$ cat src/rtl/posit_mac_accum_if.sv
// Handshake bundle for the posit MAC accumulator: decoded operand pairs in,
// one fixed-point group sum plus NaR flag out.
interface posit_mac_accum_if #(
  parameter int WIDTH   = 8,
  parameter int EXP     = 2,
  parameter int ACC_LEN = 16
);
  localparam int MTS  = WIDTH-3-EXP;
  localparam int REGI = $clog2(WIDTH)+1;
  localparam int BIAS = (2**(EXP+1))*(WIDTH-2);
  localparam int QW   = 2*BIAS + 2**(EXP+1) + 2*MTS + $clog2(ACC_LEN) + 1;

  logic                   in_vld;
  logic                   in_rdy;
  logic                   sign_s, sign_l;
  logic signed [REGI-1:0] regi_s, regi_l;
  logic [EXP-1:0]         exp_s, exp_l;
  logic [MTS-1:0]         mts_s, mts_l;
  logic [1:0]             vld_o_w, vld_o_d;
  logic                   out_vld;
  logic                   out_rdy;
  logic signed [QW-1:0]   acc_o;
  logic                   nar_o;

  modport master (
    output in_vld, sign_s, sign_l, regi_s, regi_l, exp_s, exp_l,
           mts_s, mts_l, vld_o_w, vld_o_d, out_rdy,
    input  in_rdy, out_vld, acc_o, nar_o
  );

  modport slave (
    input  in_vld, sign_s, sign_l, regi_s, regi_l, exp_s, exp_l,
           mts_s, mts_l, vld_o_w, vld_o_d, out_rdy,
    output in_rdy, out_vld, acc_o, nar_o
  );
endinterface

$ cat src/rtl/posit_mac_accum.sv
// Exact posit product accumulator: stage 1 forms sign/scale/mantissa product,
// stage 2 aligns into a wide fixed-point accumulator, one result per ACC_LEN pairs.
module posit_mac_accum #(
  parameter int WIDTH   = 8,
  parameter int EXP     = 2,
  parameter int ACC_LEN = 16
) (
  input logic              clk_i,
  input logic              rst,
  posit_mac_accum_if.slave bus
);
  localparam int MTS  = WIDTH-3-EXP;
  localparam int REGI = $clog2(WIDTH)+1;
  localparam int BIAS = (2**(EXP+1))*(WIDTH-2);
  localparam int QW   = 2*BIAS + 2**(EXP+1) + 2*MTS + $clog2(ACC_LEN) + 1;
  localparam int MW   = 2*MTS+2;
  localparam int CW   = $clog2(ACC_LEN);
  // scale plus bias headroom, signed
  localparam int SCW  = $clog2(BIAS+1) + REGI + EXP + 3;

  logic en, take;
  assign en         = ~(bus.out_vld & ~bus.out_rdy);
  assign bus.in_rdy = en;
  assign take       = bus.in_vld & en;

  logic                  p_vld, p_sign, p_zero, p_nar;
  logic signed [SCW-1:0] p_scale;
  logic [MW-1:0]         p_mprod;

  logic signed [SCW-1:0] scale_d;
  logic [MW-1:0]         mprod_d;

  always_comb begin
    scale_d = ((SCW'(bus.regi_s) + SCW'(bus.regi_l)) <<< EXP)
            + $signed(SCW'(bus.exp_s)) + $signed(SCW'(bus.exp_l));
    mprod_d = MW'({1'b1, bus.mts_s}) * MW'({1'b1, bus.mts_l});
  end

  logic signed [SCW-1:0] sh;
  logic [QW-1:0]         mag;
  logic signed [QW-1:0]  term, acc, sum;
  logic [CW-1:0]         cnt;
  logic                  sticky;

  // Negative shifts cannot arise from legal decoder regimes; they right-shift.
  always_comb begin
    sh  = p_scale + SCW'(BIAS);
    mag = QW'(p_mprod);
    if (sh[SCW-1]) mag = mag >> (-sh);
    else           mag = mag << sh;
    term = (p_zero | p_nar) ? '0 : (p_sign ? -$signed(mag) : $signed(mag));
    sum  = acc + term;
  end

  always_ff @(posedge clk_i) begin
    if (rst) begin
      p_vld       <= 1'b0;
      p_sign      <= 1'b0;
      p_zero      <= 1'b0;
      p_nar       <= 1'b0;
      p_scale     <= '0;
      p_mprod     <= '0;
      cnt         <= '0;
      acc         <= '0;
      sticky      <= 1'b0;
      bus.acc_o   <= '0;
      bus.nar_o   <= 1'b0;
      bus.out_vld <= 1'b0;
    end else if (en) begin
      p_vld <= take;
      if (take) begin
        p_sign  <= bus.sign_s ^ bus.sign_l;
        p_scale <= scale_d;
        p_mprod <= mprod_d;
        p_zero  <= (bus.vld_o_w == 2'b00) | (bus.vld_o_d == 2'b00);
        p_nar   <= (bus.vld_o_w == 2'b10) | (bus.vld_o_d == 2'b10);
      end
      // Closing term goes straight to the output; the group state restarts at zero.
      if (p_vld && (&cnt)) begin
        bus.acc_o   <= sum;
        bus.nar_o   <= sticky | p_nar;
        bus.out_vld <= 1'b1;
        acc         <= '0;
        sticky      <= 1'b0;
        cnt         <= '0;
      end else begin
        bus.out_vld <= 1'b0;
        if (p_vld) begin
          acc    <= sum;
          sticky <= sticky | p_nar;
          cnt    <= cnt + CW'(1);
        end
      end
    end
  end
endmodule

$ cat src/flat_wrapper.sv
// flat-port wrapper written by rule: the top's interface ports become plain ports
module posit_mac_accum_flat 
#(
  parameter int WIDTH   = 8,
  parameter int EXP     = 2,
  parameter int ACC_LEN = 16
)
  (clk_i, rst, bus_in_vld, bus_sign_s, bus_sign_l, bus_regi_s, bus_regi_l, bus_exp_s, bus_exp_l, bus_mts_s, bus_mts_l, bus_vld_o_w, bus_vld_o_d, bus_out_rdy, bus_in_rdy, bus_out_vld, bus_acc_o, bus_nar_o);
  posit_mac_accum_if #(.WIDTH(WIDTH), .EXP(EXP), .ACC_LEN(ACC_LEN)) bus_i ();
  input logic clk_i;
  input logic rst;
  input wire logic [$bits(bus_i.in_vld)-1:0] bus_in_vld;
  input wire logic [$bits(bus_i.sign_s)-1:0] bus_sign_s;
  input wire logic [$bits(bus_i.sign_l)-1:0] bus_sign_l;
  input wire logic [$bits(bus_i.regi_s)-1:0] bus_regi_s;
  input wire logic [$bits(bus_i.regi_l)-1:0] bus_regi_l;
  input wire logic [$bits(bus_i.exp_s)-1:0] bus_exp_s;
  input wire logic [$bits(bus_i.exp_l)-1:0] bus_exp_l;
  input wire logic [$bits(bus_i.mts_s)-1:0] bus_mts_s;
  input wire logic [$bits(bus_i.mts_l)-1:0] bus_mts_l;
  input wire logic [$bits(bus_i.vld_o_w)-1:0] bus_vld_o_w;
  input wire logic [$bits(bus_i.vld_o_d)-1:0] bus_vld_o_d;
  input wire logic [$bits(bus_i.out_rdy)-1:0] bus_out_rdy;
  output wire logic [$bits(bus_i.in_rdy)-1:0] bus_in_rdy;
  output wire logic [$bits(bus_i.out_vld)-1:0] bus_out_vld;
  output wire logic [$bits(bus_i.acc_o)-1:0] bus_acc_o;
  output wire logic [$bits(bus_i.nar_o)-1:0] bus_nar_o;
  assign bus_i.in_vld = bus_in_vld;
  assign bus_i.sign_s = bus_sign_s;
  assign bus_i.sign_l = bus_sign_l;
  assign bus_i.regi_s = bus_regi_s;
  assign bus_i.regi_l = bus_regi_l;
  assign bus_i.exp_s = bus_exp_s;
  assign bus_i.exp_l = bus_exp_l;
  assign bus_i.mts_s = bus_mts_s;
  assign bus_i.mts_l = bus_mts_l;
  assign bus_i.vld_o_w = bus_vld_o_w;
  assign bus_i.vld_o_d = bus_vld_o_d;
  assign bus_i.out_rdy = bus_out_rdy;
  assign bus_in_rdy = bus_i.in_rdy;
  assign bus_out_vld = bus_i.out_vld;
  assign bus_acc_o = bus_i.acc_o;
  assign bus_nar_o = bus_i.nar_o;
  posit_mac_accum #(.WIDTH(WIDTH), .EXP(EXP), .ACC_LEN(ACC_LEN)) u_core (.clk_i(clk_i), .rst(rst), .bus(bus_i));
endmodule
$ cat config.mk
export PLATFORM = sky130hd
export DESIGN_NAME = posit_mac_accum_flat
export DESIGN_NICKNAME = d
export VERILOG_FILES = /design/src/rtl/posit_mac_accum_if.sv /design/src/rtl/posit_mac_accum.sv /design/src/flat_wrapper.sv
export SDC_FILE = /design/constraint.sdc
export NUM_CORES = 1
export LEC_CHECK = 0
export CAP_MARGIN = 25
export CORE_AREA = 2 2 159 317
export DETAILED_ROUTE_END_ITERATION = 10
export DIE_AREA = 0 0 161 319
export PLACE_DENSITY = 0.7
export SLEW_MARGIN = 40
export SYNTH_ARGS = -nofsm -noshare
export SYNTH_HDL_FRONTEND = slang
export SYNTH_SLANG_ARGS = --single-unit
export TNS_END_PERCENT = 30
$ cat constraint.sdc
create_clock -name clk_i -period 10.83 [get_ports clk_i]
set_clock_uncertainty 0.05 [all_clocks]
set_input_delay 2.7075 -clock clk_i [delete_from_list [all_inputs] [get_ports clk_i]]
set_output_delay 2.7075 -clock clk_i [all_outputs]
set_load 0.02 [all_outputs]
==> results.py <==
metrics = {
    "status": {
        "status": "completed",
    },
    "floorplan": {
        "fp.dieArea_um2": 51400,
        "die_h_um": 319,
        "core_area_um2": 48900,
        "boundaryPins": 146,
        "start_util": 0.495,
        "die_w_um": 161,
        "num_rows": 115,
    },
    "placed_design": {
        "portBuffers": 145,
        "dp_cells": 4085,
        "place.gp.congestion": 1.12,
        "dp_hpwl_um": 80000,
    },
    "synth": {
        "synthArstFlopShare": 0,
        "yosysTopAreaCellShare": 0.217,
        "post_synth_instance_area_um2": 24200,
        "synthDistinctLibCells": 102,
        "ys_top_cells_by_count": "nand2_1, nor2_1, a21oi_1, dfxtp_1, o21ai_0",
        "synth_edf_count": 0,
        "synth_warnings": 0,
        "synth_seq_cells": 263,
        "yosysSeqAreaShare": 0.217,
        "yosysTopAreaCell": "dfxtp_1",
        "netlist_instances": 3466,
        "synth_area_leaders": "dfxtp_1, nand2_1, a21oi_1, ha_1, nor2_1",
        "avgSynthCellArea_um2": 6.99,
        "syn-num-nets": 3639,
        "synth_ff_type": "dfxtp_1",
        "synth.most_common_cell": "nand2_1",
    },
    "setup_path": {
        "startpoint_type": "register",
        "cp_slowest_cell": "nor4_1",
        "cp-end-kind": "register",
        "rr_startpoint": "u_core.p_scale[4]",
        "worstSetupPathType": "register to register",
        "cp.required_ns": 11.27,
        "critPathArrivalTime_ns": 10.51,
        "r2r_setup_slack_ns": 0.76,
        "rr_worst_depth": 32,
        "critPathMaxFanout": 16,
        "r2r_end": "u_core.bus.acc_o[113]",
        "cpPeakStageDelay_ns": 0.74,
    },
    "timing": {
        "fin_crit_sh": 0.930,
        "drv_slew": 0,
        "period_minus_slack_ns": 10.07,
        "slew_headroom": 0.364,
        "setup_viol_count_final": 0,
        "final-hold-violation-count": 0,
        "setup_tns_ns": 0,
        "rsz0062_at_grt": "false",
        "worstMarginPinSlew_ns": 0.954,
        "max_freq_mhz": 99.3,
    },
    "global_routing": {
        "grt_overflow": 0,
        "grt_pass1_vias": 25900,
        "grt_pass1_wl_um": 157000,
        "grt_start_max_net_pins": 94,
        "grt.total_usage": 0.399,
        "antenna_found_initial": 2,
    },
    "clock_network": {
        "cts_buffers": 24,
        "insertion_delay_ns": 0.60,
        "clock_sinks": 263,
        "htreeDepth": 1,
        "holdBufCountCts": 0,
        "clk_pin_slew_worst_paths_ns": 0.07,
        "max-clock-path-buffers": 3,
        "cts_setup_buffers": 0,
        "tritoncts": "done",
        "clock-root-buffer": "clkbuf_16",
    },
    "detailed_routing": {
        "wl_met1_um": 37900,
        "routed_wl_um": 106000,
        "wl_met3_um": 7370,
        "drc": 0,
        "first_pass_iters": 6,
        "wl_met2_um": 50400,
        "vias": 27100,
        "via_per_inst": 6.55,
        "maxUsedRoutingLayer": "met5",
        "drtIter0Drc": 2872,
        "wl_per_cell_um": 25.6,
        "ant_nets": 0,
    },
    "worst_hold_path": {
        "holdCritStartpoint": "u_core.bus.acc_o[75]",
        "hold_depth": 2,
        "min_path_type": "register to register",
        "holdPathEnd": "u_core.bus.acc_o[75]",
    },
    "pwr": {
        "power_density_nw_per_um2": 118,
        "power_frac_comb": 0.363,
        "p_int_uw": 1910,
        "p_leak_uw": 0.0106,
        "p_seq_frac": 0.319,
        "p_sw_frac": 0.402,
        "vdd_drop_max_v": 0.000166,
        "p_sw_uw": 1290,
        "clkPwrFrac": 0.319,
    },
    "cells_and_area": {
        "final_cells": 4129,
        "drive_gt1_frac": 0.0631,
        "nets": 3641,
        "area_growth_pct": 12.2,
        "diodes": 0,
    },
    "flow_run": {
        "cap_viol_max_count": 0,
    },
}
-- metrics by stage --
stage          hold slack [ns]  total power (µW)  cell area (µm²)  utilization  worst slack [ns]
5_1_grt                  0.419              3290            27200        0.555            0.0177
2_1_floorplan            0.382              1750            24200            -              2.63
6_report                 0.403              3200            27200        0.555             0.756
3_5_place_dp             0.396              2140            26200        0.535             0.644
3_3_place_gp             0.389              2130            26100        0.534             0.944
4_1_cts                  0.406              3150            27100        0.554             0.552
-- kinds of logic (layout without fill, tap and decap cells) --
logic type                 count (synthesis)  after routing  synth area share
buffers and inverters                    307            327            0.0506
xor gates and xnor gates                 202            202            0.0730
muxes                                     38             38            0.0183
adders and majority gates                145            145            0.0774
and+or+nand+nor                         1382           1382             0.262
AOI/OAI and AO/OA                       1129           1129             0.301
DFF                                      263            263             0.217
-- final cells by class --
| class | count | area (µm²) |
|---|---|---|
| fillers | 4832 | 21800 |
| clock inverters | 15 | 251 |
| flip-flops and latches | 263 | 5270 |
| repair buffers | 218 | 2010 |
| well taps | 643 | 805 |
| inverters | 65 | 244 |
| multi-input cells | 2896 | 17900 |
| clock buffers | 29 | 671 |
-- power groups by stage --
stage,registers [µW],logic (µW),clock network [µW]
3_3_place_gp,1040,1090,0
5_1_grt,1020,1210,1060
6_report,1020,1160,1020
4_1_cts,1020,1100,1030
2_1_floorplan,1020,737,0
3_5_place_dp,1040,1100,0
-- routing by layer --
layer	global-route usage	vias to the layer above
met1	0.436	12800
met4	0.311	2
li1	-	12500
met2	0.682	1314
met3	0.0631	444
met5	0	-
-- registers in the layout, indices dropped and copies added, names as in the netlist --
| register | count |
|---|---|
| u_core.p_zero | 1 |
| u_core.bus.acc_o | 115 |
| u_core.p_mprod | 8 |
| u_core.cnt | 4 |
| u_core.bus.nar_o | 1 |
| u_core.p_nar | 1 |
| u_core.sticky | 1 |
| u_core.p_scale | 14 |
| u_core.acc | 115 |
| u_core.p_vld | 1 |
| u_core.p_sign | 1 |
| u_core.bus.out_vld | 1 |
-- how the worst max path moves through the flow --
stage                      start                     to  slack, ns  cells after the start
2_1_floorplan  u_core.p_scale[4]  u_core.bus.acc_o[113]       2.63                     38
3_3_place_gp   u_core.p_scale[4]  u_core.bus.acc_o[113]       0.94                     32
4_1_cts        u_core.p_scale[4]  u_core.bus.acc_o[113]       0.55                     32
6_report       u_core.p_scale[4]  u_core.bus.acc_o[113]       0.76                     32
3_5_place_dp   u_core.p_scale[4]  u_core.bus.acc_o[113]       0.64                     32
5_1_grt        u_core.p_scale[4]  u_core.bus.acc_o[113]       0.02                     32
-- worst max-delay path, delay by kind of cell (launching register included) --
family	cells	cell delay [ns]
compound gates	15	4.04
xor+xnor	1	0.16
fa+ha+maj	3	1.09
buf+inv	2	0.57
flops	1	0.31
simple gates	11	3.72
-- cell usage in the layout (no fill, tap or decap), types with 43 or more instances in the layout --
| cell type | Yosys | routed |
|---|---|---|
| xor2_1 | 79 | 79 |
| a22o_1 | 50 | 50 |
| nand4_1 | 43 | 43 |
| buf_4 | 5 | 69 |
| a21oi_1 | 376 | 373 |
| a21o_1 | 70 | 70 |
| nand2_1 | 509 | 506 |
| o21ai_0 | 199 | 195 |
| ha_1 | 137 | 137 |
| inv_1 | 64 | 64 |
| dfxtp_1 | 263 | 261 |
| xnor2_1 | 123 | 122 |
| a22oi_1 | 84 | 82 |
| nor2_1 | 415 | 405 |
| clkdlybuf4s50_1 | 0 | 144 |
| nand3_1 | 66 | 66 |
| nor3_1 | 93 | 90 |
-- repair_timing --
action	in CTS	in global routing
endpoints found under the setup margin	0	7
endpoints found under the hold margin	0	0
resized for setup	0	3
(Power assumes the default switching activity.)
